==> src/rtl/shift_seq_gen_if.sv <==
// Control/status bundle for shift_seq_gen: step controls in, sequence state out.
interface shift_seq_gen_if #(
  parameter int unsigned WIDTH = 8
);
  logic             en;
  logic [1:0]       mode;
  logic             dir;
  logic             load;
  logic [WIDTH-1:0] load_data;
  logic [WIDTH-1:0] cnt;
  logic             wrap;
  logic             fix;

  modport master (
    output en, mode, dir, load, load_data,
    input  cnt, wrap, fix
  );

  modport slave (
    input  en, mode, dir, load, load_data,
    output cnt, wrap, fix
  );
endinterface

==> src/rtl/shift_seq_gen.sv <==
// Multi-mode shift-sequence generator: Johnson, one-hot ring or Fibonacci LFSR,
// with parallel load, illegal-state self-correction and a wrap pulse.
module shift_seq_gen #(
  parameter int unsigned      WIDTH     = 8,
  parameter logic [WIDTH-1:0] LFSR_TAPS = WIDTH'(8'h1D)
) (
  input logic           i_clk,
  input logic           i_rst,
  shift_seq_gen_if.slave bus
);

  localparam int unsigned EW = WIDTH - 1;

  localparam logic [1:0] MODE_JOHNSON = 2'b00;
  localparam logic [1:0] MODE_RING    = 2'b01;
  localparam logic [1:0] MODE_LFSR    = 2'b10;
  localparam logic [1:0] MODE_HOLD    = 2'b11;

  localparam logic [WIDTH-1:0] SEED = WIDTH'(1);

  logic [WIDTH-1:0] r_cnt;
  logic             r_wrap;
  logic             r_fix;

  logic [EW-1:0]    w_edges;
  logic             w_legal;
  logic [WIDTH-1:0] w_step;
  logic [WIDTH-1:0] w_cnt_nxt;
  logic             w_wrap_nxt;
  logic             w_fix_nxt;

  // Adjacent-bit transitions; a Johnson state has at most one.
  assign w_edges = r_cnt[WIDTH-1:1] ^ r_cnt[WIDTH-2:0];

  // Legality of the current state under the currently selected mode.
  always_comb begin
    w_legal = 1'b1;
    case (bus.mode)
      MODE_JOHNSON: w_legal = ((w_edges & (w_edges - EW'(1))) == '0);
      MODE_RING:    w_legal = (r_cnt != '0) && ((r_cnt & (r_cnt - SEED)) == '0);
      MODE_LFSR:    w_legal = (r_cnt != '0);
      default:      w_legal = 1'b1;
    endcase
  end

  // Successor state for one step in the selected mode and direction.
  always_comb begin
    w_step = r_cnt;
    case (bus.mode)
      MODE_JOHNSON: begin
        if (bus.dir) w_step = {r_cnt[WIDTH-2:0], ~r_cnt[WIDTH-1]};
        else         w_step = {~r_cnt[0], r_cnt[WIDTH-1:1]};
      end
      MODE_RING: begin
        if (bus.dir) w_step = {r_cnt[WIDTH-2:0], r_cnt[WIDTH-1]};
        else         w_step = {r_cnt[0], r_cnt[WIDTH-1:1]};
      end
      MODE_LFSR:    w_step = {^(r_cnt & LFSR_TAPS), r_cnt[WIDTH-1:1]};
      default:      w_step = r_cnt;
    endcase
  end

  // Edge priority below reset: load, then correction, then step, else hold.
  always_comb begin
    w_cnt_nxt  = r_cnt;
    w_wrap_nxt = 1'b0;
    w_fix_nxt  = 1'b0;
    if (bus.load) begin
      w_cnt_nxt = bus.load_data;
    end else if ((bus.mode != MODE_HOLD) && !w_legal) begin
      w_cnt_nxt = SEED;
      w_fix_nxt = 1'b1;
    end else if (bus.en && (bus.mode != MODE_HOLD)) begin
      w_cnt_nxt  = w_step;
      w_wrap_nxt = (w_step == SEED);
    end
  end

  always_ff @(posedge i_clk) begin
    if (i_rst) begin
      r_cnt  <= SEED;
      r_wrap <= 1'b0;
      r_fix  <= 1'b0;
    end else begin
      r_cnt  <= w_cnt_nxt;
      r_wrap <= w_wrap_nxt;
      r_fix  <= w_fix_nxt;
    end
  end

  assign bus.cnt  = r_cnt;
  assign bus.wrap = r_wrap;
  assign bus.fix  = r_fix;

endmodule

==> src/flat_wrapper.sv <==
// flat-port wrapper written by rule: the top's interface ports become plain ports
module shift_seq_gen_flat 
#(
  parameter int unsigned      WIDTH     = 8,
  parameter logic [WIDTH-1:0] LFSR_TAPS = WIDTH'(8'h1D)
)
  (i_clk, i_rst, bus_en, bus_mode, bus_dir, bus_load, bus_load_data, bus_cnt, bus_wrap, bus_fix);
  shift_seq_gen_if #(.WIDTH(WIDTH)) bus_i ();
  input logic i_clk;
  input logic i_rst;
  input wire logic [$bits(bus_i.en)-1:0] bus_en;
  input wire logic [$bits(bus_i.mode)-1:0] bus_mode;
  input wire logic [$bits(bus_i.dir)-1:0] bus_dir;
  input wire logic [$bits(bus_i.load)-1:0] bus_load;
  input wire logic [$bits(bus_i.load_data)-1:0] bus_load_data;
  output wire logic [$bits(bus_i.cnt)-1:0] bus_cnt;
  output wire logic [$bits(bus_i.wrap)-1:0] bus_wrap;
  output wire logic [$bits(bus_i.fix)-1:0] bus_fix;
  assign bus_i.en = bus_en;
  assign bus_i.mode = bus_mode;
  assign bus_i.dir = bus_dir;
  assign bus_i.load = bus_load;
  assign bus_i.load_data = bus_load_data;
  assign bus_cnt = bus_i.cnt;
  assign bus_wrap = bus_i.wrap;
  assign bus_fix = bus_i.fix;
  shift_seq_gen #(.WIDTH(WIDTH), .LFSR_TAPS(LFSR_TAPS)) u_core (.i_clk(i_clk), .i_rst(i_rst), .bus(bus_i));
endmodule
==> config.mk <==
export PLATFORM = sky130hd
export DESIGN_NAME = shift_seq_gen_flat
export DESIGN_NICKNAME = d
export VERILOG_FILES = /design/src/rtl/shift_seq_gen_if.sv /design/src/rtl/shift_seq_gen.sv /design/src/flat_wrapper.sv
export SDC_FILE = /design/constraint.sdc
export NUM_CORES = 1
export LEC_CHECK = 0
export ABC_AREA = 1
export ABC_CLOCK_PERIOD_IN_PS = 4920
export CAP_MARGIN = 20
export CORE_MARGIN = 2
export CORE_UTILIZATION = 46
export DETAILED_ROUTE_END_ITERATION = 8
export DONT_BUFFER_PORTS = 1
export PLACE_DENSITY = 0.72
export SKIP_LAST_GASP = 1
export SYNTH_ARGS = -nofsm -noshare
export SYNTH_HDL_FRONTEND = slang
export SYNTH_SLANG_ARGS = --single-unit
==> constraint.sdc <==
create_clock -name i_clk -period 4.92 [get_ports i_clk]
set_input_delay 0.492 -clock i_clk [delete_from_list [all_inputs] [get_ports i_clk]]
set_output_delay 0.492 -clock i_clk [all_outputs]
set_load 0.02 [all_outputs]
# Yosys cells after proc, flatten, opt, wreduce, memory -nomap -nowiden
# Cells that the tools add are included.
# totals
register_bits	10
output_inout_bits	10
# classes
add_sub_neg	2
n_eq_ne	4
muxes	8
bitwise	6
reduce_logical	12
# op_table
op	count
2-to-1 mux 8 bit	5
case mux 8 bit (3 select lines)	1
bitwise AND 8 bit	1
equality test 8 x 1 -> 1 bit, second input constant	1
logical NOT 8 bit	1
nonzero test 8 bit	1
parity 8 bit	1
subtractor 8 x 1 -> 8 bit, second input constant	1
bitwise AND 7 bit	1
logical NOT 7 bit	1
subtractor 7 x 1 -> 7 bit, second input constant	1
bitwise XOR 7 bit	1
OR reduction 4 bit	1
logical AND 1 bit	3
inverter 1 bit	3
case mux 1 bit (3 select lines)	1
nonzero test 3 bit	1
equality test 2 x 1 -> 1 bit, second input constant	1
equality test 2 bit, second input constant	1
logical NOT 2 bit	1
!= test 2 bit, second input constant	1
OR reduction 2 bit	1
logical NOT 1 bit	1
2-to-1 mux 1 bit	1

# Depth between registers and ports, before layout
# Gate-level depths: netlist of the first run.
# logic_depth
depth_word	9
ltp_mapped	14
depth_no_buf	14

# Worst setup path after synthesis of the first run
# OpenSTA, ideal clock, no wires.
# synth_path
path_kind	register to register
start	register u_core.r_cnt[2] (netlist: u_core.bus.cnt[2])
end	register u_core.r_cnt[0] (netlist: u_core.bus.cnt[0])
setup_ns	0.114
t_arrival_ns	1.949
required_ns	4.806
setup_slack_ns	2.857
stages_incl_launch_ff	14
synth_period_minus_slack_ns	2.063
cell_sequence	dfxtp_1 -> inv_1 -> ha_1 -> nor2_1 -> nand2_1 -> o21bai_1 -> inv_2 -> nor2_4 -> nor2_8 -> nand2_8 -> buf_12 -> nand3_2 -> o21ai_1 -> nand2_1
# synth_between
elab_chain_len	9
word_cells_on_any_way	15
classes_between	add/sub: 2; mux: 3; bitwise: 3; reduce/logical: 7
# synth_lines
item	line_no	source
start: declaration	shift_seq_gen.sv:21	logic [WIDTH-1:0] r_cnt;
start signal: assignment	shift_seq_gen.sv:85	r_cnt <= w_cnt_nxt;
bitwise XOR 7 bit or subtractor 8 x 1 -> 8 bit (tied branches)	shift_seq_gen.sv:33, shift_seq_gen.sv:40	
subtractor 7 x 1 -> 7 bit or bitwise AND 8 bit (tied branches)	shift_seq_gen.sv:39, shift_seq_gen.sv:40	
bitwise AND 7 bit or logical NOT 8 bit (tied branches)	shift_seq_gen.sv:39, shift_seq_gen.sv:40	
logical NOT 7 bit or logical AND 1 bit (tied branches)	shift_seq_gen.sv:39, shift_seq_gen.sv:40	
case mux 1 bit (3 select lines) (*)	shift_seq_gen.sv:38	case (bus.mode)
logical NOT 1 bit (*)	shift_seq_gen.sv:70	end else if ((bus.mode != MODE_HOLD) && !w_legal) begin
logical AND 1 bit (*)	shift_seq_gen.sv:70	
2-to-1 mux 8 bit	shift_seq_gen.sv:70	
2-to-1 mux 8 bit	shift_seq_gen.sv:68	if (bus.load) begin
# Mark *: on every way between the ends. The rest lies on a longest branch, timed or not.
# A chain may end at the register's enable or synchronous reset.

# Worst setup path in the final report of the first run
# layout_path
start	register u_core.r_cnt[2] (netlist: u_core.bus.cnt[2])
end	register u_core.r_cnt[1] (netlist: u_core.bus.cnt[1])
# layout_between
elab_chain_len	9
word_cells_on_any_way	19
classes_between	add/sub: 2; mux: 7; bitwise: 3; reduce/logical: 7
# layout_lines
item	line_no
bitwise XOR 7 bit or subtractor 8 x 1 -> 8 bit (tied branches)	shift_seq_gen.sv:33, shift_seq_gen.sv:40
subtractor 7 x 1 -> 7 bit or bitwise AND 8 bit (tied branches)	shift_seq_gen.sv:39, shift_seq_gen.sv:40
bitwise AND 7 bit or logical NOT 8 bit (tied branches)	shift_seq_gen.sv:39, shift_seq_gen.sv:40
logical NOT 7 bit or logical AND 1 bit (tied branches)	shift_seq_gen.sv:39, shift_seq_gen.sv:40
case mux 1 bit (3 select lines)	shift_seq_gen.sv:38
logical NOT 1 bit	shift_seq_gen.sv:70
logical AND 1 bit	shift_seq_gen.sv:70
2-to-1 mux 8 bit	shift_seq_gen.sv:70
2-to-1 mux 8 bit	shift_seq_gen.sv:68
# Parallel ways exist; a longest one is shown, timed or not. The select of a mux whose other input is x is not followed.

==> results of run 1 <==
==> worst reg2reg max path, cell delays in order (launching register included) <==
cell and delay [ns]:
dfxtp_1 0.53, inv_1 0.22, ha_1 0.38, nor2_1 0.14, nand2_1 0.08, o21bai_1 0.15
inv_2 0.06, nor2_4 0.16, nor2_8 0.06, a21boi_4 0.28, nor2_1 0.08, nor2_1 0.09
==> final cells by class <==
cell class | count | area share
multi-input cells | 173 | 0.727
flip-flops and latches | 10 | 0.153
inverters | 22 | 0.0629
well taps | 31 | 0.0296
clock buffers | 4 | 0.0276
==> Yosys cell counts <==
library cell	instances	area [µm²]
buf_2	1	5.00
a21boi_4	1	18.8
nand2_8	1	20.0
o221ai_1	6	52.6
nand2_4	1	11.3
nor2_8	1	20.0
ha_1	11	138
a41oi_1	1	8.76
a21oi_1	2	10.0
o211ai_1	1	7.51
o21ai_1	1	5.00
o21ai_0	8	40.0
buf_12	1	20.0
clkbuf_8	2	27.5
nor2_1	36	135
nand2_2	2	12.5
nand3_2	9	90.1
nand2_1	74	278
o21bai_1	1	7.51
dfxtp_1	10	200
nand3_1	13	65.1
o22ai_1	1	6.26
or2_1	1	6.26
inv_2	4	15.0
nor2_4	2	22.5
inv_1	17	63.8
clkbuf_1	2	7.51
clkinv_1	1	3.75
==> layer usage <==
metal  vias up  part of all wire  global-route usage
met3         5             0.075              0.0295
met1       551              0.46               0.268
li1        669                 -                   -
met4         0             0.013              0.0598
met2        51              0.45               0.315
met5         -                 0                   0
==> power by group through the flow <==
stage / Clock [mW] / Combinational, mW / Sequential (mW)
2_1_floorplan: 0 / 0.139 / 0.107
3_3_place_gp: 0 / 0.153 / 0.112
3_5_place_dp: 0 / 0.153 / 0.112
4_1_cts: 0.0769 / 0.153 / 0.110
5_1_grt: 0.0807 / 0.175 / 0.112
6_report: 0.0774 / 0.154 / 0.111
==> worst paths after layout <==
check / startpoint / endpoint / slack (ns)
setup / recovery: u_core.bus.cnt[2] / u_core.bus.cnt[1] / 2.64
hold / removal: bus_load_data[0] / u_core.bus.cnt[0] / 0.32
setup reg to reg: u_core.bus.cnt[2] / u_core.bus.cnt[1] / 2.64
hold reg to reg: u_core.bus.cnt[0] / u_core.bus.cnt[0] / 0.76
==> kinds of logic (layout without fill, tap and decap cells) <==
family                     count (synthesis)  after routing  share of synthesized area
and+or+nand+nor                          140            140                      0.509
buffers and inverters                     28             26                      0.110
AOI/OAI and AO/OA                         22             22                      0.121
adders and majority gates                 11             11                      0.106
DFF                                       10             10                      0.154
==> metrics by stage <==
| stage | hold WS, ns | util | power (mW) | cells |
|---|---|---|---|---|
| after CTS | 0.327 | 0.484 | 0.341 | 240 |
| after global placement | 0.611 | 0.471 | 0.265 | 236 |
| after detailed placement | 0.610 | 0.471 | 0.265 | 236 |
| after floorplan | 0.606 | - | 0.246 | 211 |
| after global routing | 0.335 | 0.484 | 0.368 | 240 |
| final | 0.323 | 0.484 | 0.342 | 240 |
==> flip-flops by register name, indices dropped and copies added (netlist names) <==
name,cells
u_core.bus.cnt,8
u_core.bus.fix,1
u_core.bus.wrap,1
==> impl_metrics.py, run 1 <==
metrics = {
    "run_status": {
        "status": "completed",
    },
    "die": {
        "core_area_um2": 2710,
        "ios": 25,
        "die_area_um2": 3260,
        "fp.dieW_um": 57.1,
        "initial_core_util": 0.479,
        "rows": 19,
        "die_h_um": 57.1,
    },
    "final_layout": {
        "antenna_cells": 0,
        "final_common_cell": "nand2_1",
        "area_growth_pct": 1.16,
        "regArea_um2": 200,
        "multi_input_area_um2": 955,
        "mostFrequentLayoutCells": "nand2_1, nor2_1, inv_1",
        "stdcell_area_um2": 1310,
        "nets": 236,
        "n_fill_cell": 302,
        "layout-drive-gt1-share": 0.120,
    },
    "synthesis": {
        "yosys_warnings": 0,
        "yosysUniqueCellTypes": 28,
        "syn_avg_cell_area_um2": 6.15,
        "netlist_instances": 211,
        "ys_ff_latch": 10,
        "syn_nets": 237,
        "synth-seq-area-share": 0.154,
        "synth.cell_area_um2": 1300,
    },
    "worst_setup_path": {
        "cp-start-kind": "flop",
        "criticalPathCategory": "flop to flop",
        "worst_setup_path_end_kind": "flop",
        "cp_common_cell": "nor2_1",
        "max_stage_delay_ns": 0.53,
        "arrival_ns": 2.50,
        "crit_fanout": 7,
        "r2r_cells": 11,
        "cp_num_cells": 11,
        "worst-path-buf-inv": 2,
        "required_ns": 5.14,
        "crit_slowest_cell": "dfxtp_1",
        "critPathTopFamily": "simple AND/OR/NAND/NOR gates",
        "path_cells": "inv_1 -> ha_1 -> nor2_1 -> nand2_1 -> o21bai_1 -> inv_2 -> nor2_4 -> nor2_8 -> a21boi_4 -> nor2_1 -> nor2_1",
    },
    "pwr": {
        "p_clk_frac": 0.226,
        "ir_worst_vdd_uv": 206,
        "p_leak_nw": 0.641,
        "p_int_mw": 0.189,
        "combPwrFrac": 0.450,
        "swShare": 0.445,
        "power_density_nw_per_um2": 260,
        "switchingPower_mw": 0.152,
        "pwr-share-seq": 0.324,
    },
    "drt": {
        "antenna_left": 0,
        "vias_per_cell": 5.32,
        "via_count": 1276,
        "first_pass_iters": 4,
        "wire_per_inst_um": 13.0,
        "drt-total-wl_um": 3130,
        "drtIter0Drc": 63,
        "post-route-drc-count": 0,
    },
    "cts": {
        "insertion_delay_ns": 0.28,
        "clk_pin_slew_ns": 0.07,
        "postCtsSetupRepairBufs": 0,
        "cts_hold_buf": 0,
        "numCtsBuffers": 3,
        "post_cts_resized": 0,
        "htree_levels": 1,
        "cts-root-buf": "clkbuf_4",
        "cts_sinks": 10,
        "tritoncts": "built",
        "cts.path.max_buffers": 2,
    },
    "timing": {
        "tns_ns": 0,
        "hold_violations": 0,
        "period_needed_ns": 2.28,
        "max_freq_ghz": 0.438,
        "rsz0062_at_grt": "false",
        "worst_slack_ns": 2.64,
        "setup_viol": 0,
        "worst_pin_slew_ns": 0.480,
        "skew_ns": 0.00336,
        "finalCritPeriodShare": 0.464,
        "max-slew-margin-rel": 0.679,
        "slew_viol_final": 0,
    },
    "placement": {
        "post-place-ws_ns": 2.66,
        "hpwlAfterDp_um": 2430,
        "io_buffer_count": 0,
        "place_congestion": 0.917,
        "dpl_cell_area_um2": 1280,
    },
    "run": {
        "drv_cap": 0,
    },
    "grt": {
        "grt_pass1_vias": 1147,
        "grt_usage": 0.195,
        "grt.overflow.total": 0,
        "antenna_found_initial": 0,
        "grt_max_degree": 19,
        "grt_first_pass_wirelength_um": 5070,
    },
    "min_path": {
        "holdPathStages": 2,
        "hold_path_class": "input pin to flop",
    },
}
No activity file was read; power rests on OpenSTA's default activity.
==> run 2: changes to the inputs <==
- ABC_CLOCK_PERIOD_IN_PS: 4920 -> 2150
- clock period: 4.92 -> 2.15 ns (I/O delays scaled with it)
==> run 2 against run 1 <==
First-iteration DRC count is 17% higher. Clock-buffer cell count is 1 lower. Fmax is 20% higher. Non-clock buffer count is 13 higher. Sequential power is 92% higher. Sequential share of layout area is 0.92 points lower. Sequential cell count stayed put. Largest cell class unchanged. Register-to-register slack worse by 2.4 ns. Global-route usage is 1.2 points higher. Critical path depth stayed put. Total power is 130% higher.
==> impl_metrics.py, run 2 (synthesized netlist as in run 1, its figures left out) <==
metrics = {
    "cts": {
        "postCtsSetupRepairBufs": 0,
        "numCtsBuffers": 3,
        "clk_pin_slew_ns": 0.07,
        "post_cts_resized": 0,
        "insertion_delay_ns": 0.27,
        "tritoncts": "built",
        "cts_hold_buf": 0,
        "cts_sinks": 10,
        "cts.path.max_buffers": 2,
        "htree_levels": 1,
        "cts-root-buf": "clkbuf_4",
    },
    "pwr": {
        "swShare": 0.450,
        "power_density_nw_per_um2": 554,
        "switchingPower_mw": 0.349,
        "p_leak_nw": 0.697,
        "ir_worst_vdd_uv": 320,
        "pwr-share-seq": 0.275,
        "combPwrFrac": 0.553,
        "p_int_mw": 0.425,
        "p_clk_frac": 0.172,
    },
    "die": {
        "initial_core_util": 0.479,
        "die_h_um": 57.1,
        "rows": 19,
        "ios": 25,
        "fp.dieW_um": 57.1,
        "die_area_um2": 3260,
        "core_area_um2": 2710,
    },
    "timing": {
        "setup_viol": 0,
        "skew_ns": 0.00687,
        "slew_viol_final": 0,
        "max_freq_ghz": 0.524,
        "rsz0062_at_grt": "false",
        "max-slew-margin-rel": 0.686,
        "hold_violations": 0,
        "period_needed_ns": 1.91,
        "timing.hold.ws_ns": 0.0650,
        "tns_ns": 0,
        "worst_pin_slew_ns": 0.471,
        "worst_slack_ns": 0.241,
        "finalCritPeriodShare": 0.888,
    },
    "grt": {
        "antenna_found_initial": 0,
        "grt.overflow.total": 0,
        "grt_usage": 0.207,
        "grt_max_degree": 19,
        "grt_first_pass_wirelength_um": 5250,
        "grt_pass1_vias": 1127,
    },
    "placement": {
        "io_buffer_count": 0,
        "place_congestion": 0.874,
        "hpwlAfterDp_um": 2610,
        "post-place-ws_ns": 0.254,
    },
    "drt": {
        "via_count": 1346,
        "wl_met3_um": 242,
        "antenna_left": 0,
        "wire_per_inst_um": 12.6,
        "vias_per_cell": 5.34,
        "wl_met1_um": 1540,
        "first_pass_iters": 7,
        "top_layer": "met4",
        "drt-total-wl_um": 3170,
        "dr_wl_met2_um": 1340,
        "drtIter0Drc": 74,
        "post-route-drc-count": 0,
    },
    "run_status": {
        "status": "completed",
    },
    "final_layout": {
        "final_common_cell": "nand2_1",
        "antenna_cells": 0,
        "largest_reg_flops": 8,
        "layout-drive-gt1-share": 0.167,
        "nets": 249,
        "mostFrequentLayoutCells": "nand2_1, nor2_1, inv_1",
        "area_growth_pct": 7.62,
        "n_fill_cell": 280,
    },
    "worst_setup_path": {
        "crit_fanout": 7,
        "criticalPathCategory": "flop to flop",
        "worst_setup_path_end_kind": "flop",
        "required_ns": 2.36,
        "arrival_ns": 2.12,
        "cp-start-kind": "flop",
        "r2r_slack_ns": 0.24,
    },
    "min_path": {
        "hold_path_class": "input pin to flop",
    },
    "run": {
        "drv_cap": 0,
    },
}
## run 2: area by class of cell
| type | instances | area [µm²] | area share |
|---|---|---|---|
| Inverter | 22 | 82.6 | 0.0591 |
| Sequential cell | 10 | 200 | 0.143 |
| Multi-Input combinational cell | 173 | 955 | 0.684 |
| Clock buffer | 3 | 22.5 | 0.0161 |
| Timing Repair Buffer | 13 | 97.6 | 0.0699 |
| Tap cell | 31 | 38.8 | 0.0278 |
## run 2: path summary, 6_finish.rpt
check,cells after the start,start,endpoint
worst max-delay path,11,u_core.bus.cnt[2],u_core.bus.cnt[1]
worst min-delay path,2,bus_load_data[0],u_core.bus.cnt[0]
worst max register to register,11,u_core.bus.cnt[2],u_core.bus.cnt[1]
worst min register to register,4,u_core.bus.cnt[1],u_core.bus.cnt[1]
## run 2: through the flow
step | instance area (µm²) | power, mW | util | std cells
final | 1400 | 0.774 | 0.515 | 252
after global routing | 1400 | 0.840 | 0.515 | 252
after CTS | 1400 | 0.777 | 0.515 | 252
after detailed placement | 1370 | 0.645 | 0.507 | 249
after global placement | 1370 | 0.643 | 0.507 | 249
after floorplan | 1300 | 0.564 | - | 211
## run 2: worst max-delay path: stages, from the launching register on
cell and delay [ns]:
dfxtp_1 0.34, inv_1 0.08, ha_1 0.34, nor2_1 0.15, nand2_1 0.08, o21bai_1 0.15
inv_2 0.06, nor2_4 0.16, nor2_8 0.06, a21boi_4 0.25, nor2_1 0.09, nor2_1 0.08
## run 2: power by group through the flow
stage | Clock (mW) | Sequential (mW) | Combinational, mW
after floorplan | 0 | 0.246 | 0.318
after global placement | 0 | 0.217 | 0.426
after detailed placement | 0 | 0.217 | 0.427
after CTS | 0.136 | 0.213 | 0.429
after global routing | 0.145 | 0.215 | 0.480
final | 0.133 | 0.213 | 0.428
## run 2: metal layers
metal | vias up | GRT usage
met5 | - | 0
met4 | 0 | 0.0764
met3 | 5 | 0.0295
met2 | 51 | 0.304
met1 | 592 | 0.306
li1 | 698 | -
==> run 3: changes to the inputs <==
- ABC_CLOCK_PERIOD_IN_PS: 2150 -> 2100
- CORE_UTILIZATION: 46 -> 60
- PLACE_DENSITY: 0.72 -> 0.87
- SLEW_MARGIN: default -> 0
- clock period: 2.15 -> 2.1 ns (I/O delays scaled with it)
==> run 3 against run 2 <==
Cell count decreased by 2.0%. Hold slack lost 0.0021 ns. Utilization rose by 19 points. Clock power is 41% higher. Fmax down 1.3%. Largest power group unchanged.
==> impl_metrics.py, run 3 (synthesized netlist as in run 1, its figures left out) <==
metrics = {
    "timing": {
        "period_needed_ns": 1.93,
        "max-slew-margin-rel": 0.662,
        "tns_ns": 0,
        "hold_violations": 0,
        "slew_viol_final": 0,
        "setup_viol": 0,
        "rsz0062_at_grt": "false",
        "finalCritPeriodShare": 0.921,
        "timing.hold.ws_ns": 0.0629,
        "max_freq_ghz": 0.517,
        "skew_ns": 0.00396,
        "worst_pin_slew_ns": 0.507,
    },
    "cts": {
        "cts_sinks": 10,
        "numCtsBuffers": 3,
        "postCtsSetupRepairBufs": 0,
        "insertion_delay_ns": 0.28,
        "clk_pin_slew_ns": 0.08,
        "cts.path.max_buffers": 2,
        "htree_levels": 1,
        "tritoncts": "built",
        "cts-root-buf": "clkbuf_4",
    },
    "grt": {
        "antenna_found_initial": 0,
        "met3_usage": 0.0714,
        "met1_usage": 0.352,
        "globalRoute.busiestLayer": "met2",
        "grt_first_pass_wirelength_um": 5690,
        "grt.overflow.total": 0,
        "grt_max_degree": 19,
        "grt_pass1_vias": 1271,
        "use_met2": 0.507,
        "grt_usage": 0.295,
    },
    "drt": {
        "wire_per_inst_um": 15.0,
        "vias_per_cell": 6.04,
        "drt-total-wl_um": 3710,
        "antenna_left": 0,
        "drtIter0Drc": 100,
        "first_pass_iters": 5,
        "post-route-drc-count": 0,
        "via_count": 1492,
    },
    "pwr": {
        "switchingPower_mw": 0.398,
        "p_leak_nw": 0.697,
        "pwr-share-seq": 0.249,
        "power_density_nw_per_um2": 623,
        "p_int_mw": 0.481,
        "combPwrFrac": 0.538,
        "p_clk_frac": 0.213,
        "ir_worst_vdd_uv": 587,
        "swShare": 0.453,
    },
    "worst_setup_path": {
        "crit_fanout": 9,
        "crit_slowest_cell": "dfxtp_1",
        "arrival_ns": 2.11,
        "path_cells": "inv_1 -> ha_1 -> nor2_1 -> nand2_1 -> o21bai_1 -> inv_2 -> nor2_4 -> nor2_8 -> nand2_4 -> nand3_2 -> nand2_1 -> nor2_1",
        "worst_setup_path_end_kind": "flop",
        "criticalPathCategory": "flop to flop",
        "max_stage_delay_ns": 0.34,
        "required_ns": 2.27,
        "critPathTopFamily": "simple AND/OR/NAND/NOR gates",
        "cp-start-kind": "flop",
        "worst-path-buf-inv": 2,
    },
    "final_layout": {
        "layout-drive-gt1-share": 0.177,
        "largest_reg_flops": 8,
        "final_common_cell": "nand2_1",
        "area_growth_pct": 8.58,
        "mostFrequentLayoutCells": "nand2_1, nor2_1, inv_1",
        "nets": 247,
        "antenna_cells": 0,
    },
    "die": {
        "die_h_um": 50.5,
        "initial_core_util": 0.648,
        "core_area_um2": 2000,
        "ios": 25,
        "die_area_um2": 2550,
        "rows": 16,
        "fp.dieW_um": 50.5,
    },
    "placement": {
        "hpwlAfterDp_um": 2690,
        "place_congestion": 0.935,
        "io_buffer_count": 0,
    },
    "min_path": {
        "hold_path_class": "input pin to flop",
    },
    "run": {
        "drv_cap": 0,
    },
    "run_status": {
        "status": "completed",
    },
}
[run 3: cell count changes in the layout (fill, tap and decap cells not counted), sizes merged]
cell    change
buf         -3
clkbuf      +1
nand2       +1
[run 3: cell type report]
cell class | instances | area, µm²
inverter | 22 | 82.6
timing repair buffer | 10 | 75.1
tap | 27 | 33.8
multi-input combinational | 174 | 981
clock buffer | 4 | 36.3
fill | 169 | 593
sequential | 10 | 200
[run 3: metal layers]
metal | share of wire | up-vias
met2 | 0.46 | 116
met1 | 0.37 | 651
met3 | 0.13 | 26
li1 | - | 699
met4 | 0.039 | 0
met5 | 0 | -
[run 3: what timing repair did]
action                     4_1_cts  5_1_grt
resized for setup                0        3
setup endpoints to repair        0        8
hold buffers                     0        0
[run 3: per-stage QoR]
step           area (µm²)  total power [mW]  worst slack (ns)   util  std cells
6_report             1410             0.878             0.166  0.704        247
3_3_place_gp         1350             0.640             0.248  0.673        242
3_5_place_dp         1350             0.656             0.105  0.673        242
2_1_floorplan        1300             0.577            0.0370      -        211
4_1_cts              1380             0.840            0.0605  0.691        246
5_1_grt              1410             0.929            0.0171  0.704        247
[run 3: worst reg2reg max path, delay by kind of cell, from the launching register on]
| family | cells | cell delay, ns |
|---|---|---|
| buffers and inverters | 2 | 0.17 |
| flip-flops | 1 | 0.34 |
| AND/OR/NAND/NOR | 8 | 0.82 |
| AO/OA/AOI/OAI | 1 | 0.16 |
| adder cells (fa/ha/maj) | 1 | 0.33 |
[run 3: path summary, 6_finish.rpt]
path / startpoint / end / slack (ns) / cells past startpoint
worst max-delay path: u_core.bus.cnt[3] / u_core.bus.cnt[4] / 0.17 / 12
worst max register to register: u_core.bus.cnt[3] / u_core.bus.cnt[4] / 0.17 / 12
worst min register to register: u_core.bus.cnt[4] / u_core.bus.cnt[4] / 0.71 / 4
worst min-delay path: bus_load_data[0] / u_core.bus.cnt[0] / 0.06 / 2
[run 3: power by group through the flow]
| stage | Combinational [mW] | Clock [mW] | Sequential [mW] |
|---|---|---|---|
| after floorplan | 0.325 | 0 | 0.252 |
| after global placement | 0.419 | 0 | 0.222 |
| after detailed placement | 0.434 | 0 | 0.223 |
| after CTS | 0.436 | 0.185 | 0.218 |
| after global routing | 0.515 | 0.193 | 0.221 |
| final | 0.472 | 0.187 | 0.219 |
